<file path="config.mk">
export PLATFORM = sky130hd
export DESIGN_NAME = bot_frame_sync
export DESIGN_NICKNAME = d
export VERILOG_FILES = /design/src/rtl/bot_frame_sync.sv
export SDC_FILE = /design/constraint.sdc
export NUM_CORES = 1
export LEC_CHECK = 0
export ABC_AREA = 1
export BUFFER_PORTS_ARGS = -buffer_cell sky130_fd_sc_hd__buf_2
export CAP_MARGIN = 40
export CORE_ASPECT_RATIO = 1.25
export CORE_MARGIN = 5
export CORE_UTILIZATION = 50
export CTS_CLUSTER_SIZE = 25
export DETAILED_ROUTE_END_ITERATION = 10
export PLACE_DENSITY = 0.77
export SLEW_MARGIN = 15
export SYNTH_ARGS = -nofsm -noshare
export SYNTH_HDL_FRONTEND = slang
export SYNTH_SLANG_ARGS = --single-unit
</file>
<file path="constraint.sdc">
create_clock -name clock -period 1.64 [get_ports clock]
set_clock_uncertainty 0.2 [all_clocks]
set_input_delay 0.164 -clock clock [delete_from_list [all_inputs] [get_ports clock]]
set_output_delay 0.164 -clock clock [all_outputs]
set_load 0.02 [all_outputs]
</file>
<file path="src/rtl/bot_frame_sync.sv">
// Shadow register stage: stages Rojobot register updates and commits them to the icon
// renderer only during vertical blanking, counting frames and coalesced updates.
module bot_frame_sync #(
    parameter int unsigned V_ACTIVE      = 480,
    parameter bit          COMMIT_ANY_VB = 1'b0,
    parameter logic [7:0]  RST_BOTINFO   = 8'h00,
    parameter logic [7:0]  RST_LOCX      = 8'd0,
    parameter logic [7:0]  RST_LOCY      = 8'd0
) (
    input  logic       clock,
    input  logic       reset,
    input  logic       upd_sysregs,
    input  logic [7:0] botinfo_in,
    input  logic [7:0] locx_in,
    input  logic [7:0] locy_in,
    input  logic [9:0] pixel_row,
    output logic [7:0] botinfo_reg,
    output logic [7:0] locx_reg,
    output logic [7:0] locy_reg,
    output logic       commit,
    output logic       pending,
    output logic [7:0] frame_cnt,
    output logic [7:0] drop_cnt
);

    typedef enum logic {ST_IDLE = 1'b0, ST_PEND = 1'b1} state_t;

    state_t     r_state;
    state_t     w_state_nxt;
    logic       w_pending;
    logic       w_vblank;
    logic       w_vb_rise;
    logic       w_commit;
    logic       r_vblank_q;
    logic [7:0] r_stg_botinfo;
    logic [7:0] r_stg_locx;
    logic [7:0] r_stg_locy;
    logic [7:0] r_botinfo;
    logic [7:0] r_locx;
    logic [7:0] r_locy;
    logic       r_commit;
    logic [7:0] r_frame_cnt;
    logic [7:0] r_drop_cnt;

    assign w_vblank  = (pixel_row >= 10'(V_ACTIVE));
    assign w_vb_rise = w_vblank & ~r_vblank_q;
    assign w_commit  = w_pending & (COMMIT_ANY_VB ? w_vblank : w_vb_rise);

    always_ff @(posedge clock) begin
        if (reset) begin
            r_state <= ST_IDLE;
        end else begin
            r_state <= w_state_nxt;
        end
    end

    // upd_sysregs is a valid-only strobe with no ready: it is always accepted, and a
    // strobe coinciding with a commit keeps the staging set pending.
    always_comb begin
        w_state_nxt = r_state;
        if (upd_sysregs) begin
            w_state_nxt = ST_PEND;
        end else if (w_commit) begin
            w_state_nxt = ST_IDLE;
        end
    end

    always_comb begin
        w_pending = (r_state == ST_PEND);
    end

    always_ff @(posedge clock) begin
        if (reset) begin
            r_vblank_q    <= 1'b1;
            r_stg_botinfo <= RST_BOTINFO;
            r_stg_locx    <= RST_LOCX;
            r_stg_locy    <= RST_LOCY;
            r_botinfo     <= RST_BOTINFO;
            r_locx        <= RST_LOCX;
            r_locy        <= RST_LOCY;
            r_commit      <= 1'b0;
            r_frame_cnt   <= 8'd0;
            r_drop_cnt    <= 8'd0;
        end else begin
            r_vblank_q <= w_vblank;
            r_commit   <= w_commit;
            if (upd_sysregs) begin
                r_stg_botinfo <= botinfo_in;
                r_stg_locx    <= locx_in;
                r_stg_locy    <= locy_in;
            end
            // Outputs take the staging value as it stood before any same-cycle capture.
            if (w_commit) begin
                r_botinfo <= r_stg_botinfo;
                r_locx    <= r_stg_locx;
                r_locy    <= r_stg_locy;
            end
            if (w_vb_rise) begin
                r_frame_cnt <= r_frame_cnt + 8'd1;
            end
            if (upd_sysregs && w_pending && !w_commit && (r_drop_cnt != 8'hFF)) begin
                r_drop_cnt <= r_drop_cnt + 8'd1;
            end
        end
    end

    assign botinfo_reg = r_botinfo;
    assign locx_reg    = r_locx;
    assign locy_reg    = r_locy;
    assign commit      = r_commit;
    assign pending     = w_pending;
    assign frame_cnt   = r_frame_cnt;
    assign drop_cnt    = r_drop_cnt;

endmodule

</file>
==> summary.md <==
| Metric | Value |
|---|---|
| Vias in the first global route | `2623` |
| Clock Tree Buf Depth | `2` |
| Cell family with most CP delay | `buffers and inverters` |
| Post-CTS Setup Bufs | `0` |
| Cell taking the most area after synthesis | `dfxtp_1` |
| Min-Delay Startpoint | `upd_sysregs` |
| Final ANT Viol Nets | `0` |
| Clock Sinks | `67` |
| Slew headroom | `0.6967` |
| Reg clk slew, reported paths | `70 ps` |
| CP endpoint | `r_vblank_q` |
| DRT iter0 DRCs | `179` |
| Core area | `5405 µm²` |
| Initial antenna violation count | `0` |
| Area Overhead vs Synth | `32.37%` |
| Syn. warnings | `0` |
| Worst r2r src | `drop_cnt[0]` |
| Setup_tns | `0 ps` |
| Yosys top cell area share | `0.4840` |
| Antenna fix cells | `0` |
| CP Depth | `3` |
| Worst Path Arrival | `1640 ps` |
| CP Launch Type | `input port` |
| Die width | `76.59 µm` |
| Maxcap violations | `0` |
| CP max FO | `4` |
| Req. time, crit path | `1660 ps` |
| Unrepaired setup endpoints after global routing | `true` |
| Inst Count DP | `486` |
| Worst path cell trace | `dlygate4sd3_1 > or2_2 > dlygate4sd3_1` |
| Leakage | `0.001630 µW` |
| DRT Pass-1 Iters | `4` |
| F_max | `0.6194 GHz` |
| H-tree depth | `3` |
| R2R Setup Slk | `130 ps` |
| Num CTS Buffers | `9` |
| Synth cell types | `27` |
| Congestion Overflow GR | `0` |
| Routability cong. | `0.9199` |
| Total global-route track usage | `0.2059` |
| Top Ports | `79` |
| Crit path from | `reset` |
| Fin crit share | `0.9844` |
| Largest net degree at the start of global routing | `26` |
| Die Area | `7141 µm²` |
| Initial Util | `0.5127` |
| Fin cells | `526` |
| # setup viols final | `0` |
| DR WL/cell | `13.62 µm` |
| Vias | `2675` |
| CTS root buffer | `clkbuf_8` |
| # DRC | `0` |
| CP most frequent cell | `dlygate4sd3_1` |
| Setup crit end kind | `flop` |
| Sequential fraction of the synthesis area | `0.4840` |
| # rows | `30` |
| Worst Tran Pin Value | `454.3 ps` |
| Dpl hpwl | `4.491 mm` |
| VDD IR max | `0.6394 mV` |
| CP peak stage delay | `590 ps` |
| Reg-to-Reg End | `drop_cnt[0]` |
| Mean Syn Cell Area | `7.785 µm²` |
| Syn Nets | `395` |
| Dpl cell area | `3212 µm²` |
| CP max-delay cell | `dlygate4sd3_1` |
| Hold Slack | `72.58 ps` |
| Final core utilization | `0.6787` |
| Final Instance Area | `3669 µm²` |
| Final WL | `7.163 mm` |
| First-pass GRT wire length | `11.99 mm` |
| Tmin final | `1614 ps` |
| Hold Vio Cnt, Final | `0` |
| Power density cells | `900.3 nW/µm²` |
| Port Buffers | `73` |
| Final Max Tran Viols | `0` |
| Status | `completed` |
| Final net count | `497` |
| Number of synthesized register bits | `67` |
| WP buf/inv | `2` |
| Syn Std Cell Area | `2771 µm²` |
| Cells after Synth | `356` |
| Critical path class | `input port to flop` |
| Skew-Pair Late Insertion Delay | `340 ps` |
| Vias per cell | `5.086` |
| CTS tree | `built` |
| HP Class | `input port to flop` |
| Die Span Y | `93.24 µm` |
| Share of cells above drive strength 1 | `0.2922` |
| Synth area leaders | `dfxtp_1, nand2_1, nor2_1, o21ai_0, a21oi_1` |
| Reg2reg path depth | `9` |
==> metrics by stage <==
stage | total power (µW) | setup slack, ps
finish | 3303 | 25.65
global route | 3423 | -39.36
CTS | 3310 | 12.27
detailed placement | 2028 | 35.70
global placement | 2022 | 103.4
floorplan | 1929 | 31.58
==> where the power goes <==
group | switching, µW | total [µW] | internal [µW]
logic | 189 | 331 | 142
clock network | 592 | 1250 | 660
registers | 35.8 | 1720 | 1680
==> final cells by class <==
cell class,instances,area (µm²)
clock inverters,2,10.01
multi-input cells,248,1255
well taps,64,80.08
flip-flops and latches,67,1344
clock buffers,13,168.9
inverters,21,80.08
fillers,462,1737
repair buffers,111,730.7
==> Yosys cell counts (all sizes together) <==
master  instances
nand3b          3
nand2          66
clkinv          1
nand4           2
nor2           63
a21oi          37
nor3            2
nand3          38
buf             7
o21ai          30
inv            20
clkbuf         13
xnor2           1
or2             1
xor2            3
ha              2
dfxtp          67
==> routing by layer <==
metal,vias to the layer above,global-route usage,wire (µm)
met5,-,0,0
met4,0,0.09621,162
met3,15,0.04432,338
met2,74,0.3493,3564
met1,1229,0.2477,3097
li1,1357,-,-
==> cell families (layout without fill, tap and decap cells) <==
family | Yosys count | count (layout) | share of synthesized area
adder cells (fa/ha/maj) | 2 | 2 | 0.009028
flip-flops | 67 | 67 | 0.4840
AND/OR/NAND/NOR | 175 | 175 | 0.2853
XOR/XNOR | 4 | 4 | 0.01264
buffers and inverters | 41 | 147 | 0.07042
AO/OA/AOI/OAI | 67 | 67 | 0.1386
==> worst min-delay path by stage <==
stage,to,slack [ps],depth (start not counted)
3_3_place_gp,r_stg_locx[3],190,3
4_1_cts,r_stg_botinfo[7],50,3
3_5_place_dp,r_stg_locx[3],190,3
2_1_floorplan,r_stg_botinfo[7],100,2
5_1_grt,r_stg_locy[4],90,3
6_report,r_stg_botinfo[7],70,3
==> cells in the final DEF, fill, tap and decap left out <==
cell type,count
buf_2,72
dfxtp_1,65
nand2_1,64
nor2_1,61
o21ai_0,29
nand3_1,26
dlygate4sd3_1,26
a21oi_1,25
inv_1,18
nand3_2,12
a21oi_2,12
clkbuf_8,12
buf_4,12
nand3b_1,3
xor2_1,3
clkinv_2,3
nor2_2,2
nand4_1,2
inv_2,2
nor3_1,2
dfxtp_2,2
nand2_2,1
o21ai_4,1
nand2_4,1
xnor2_1,1
or2_2,1
ha_2,1
ha_1,1
clkbuf_1,1
buf_12,1
==> worst min-delay path, delay by kind of cell <==
kind,cells,cell delay [ps]
compound gates,1,180
buf+inv,1,180
simple gates,1,40
==> timing repair <==
action	CTS	global route
hold buffers	26	0
setup endpoints to repair	0	9
hold endpoints to repair	25	0
resized for setup	0	9
Note: power is estimated with default switching activity, not from simulation.
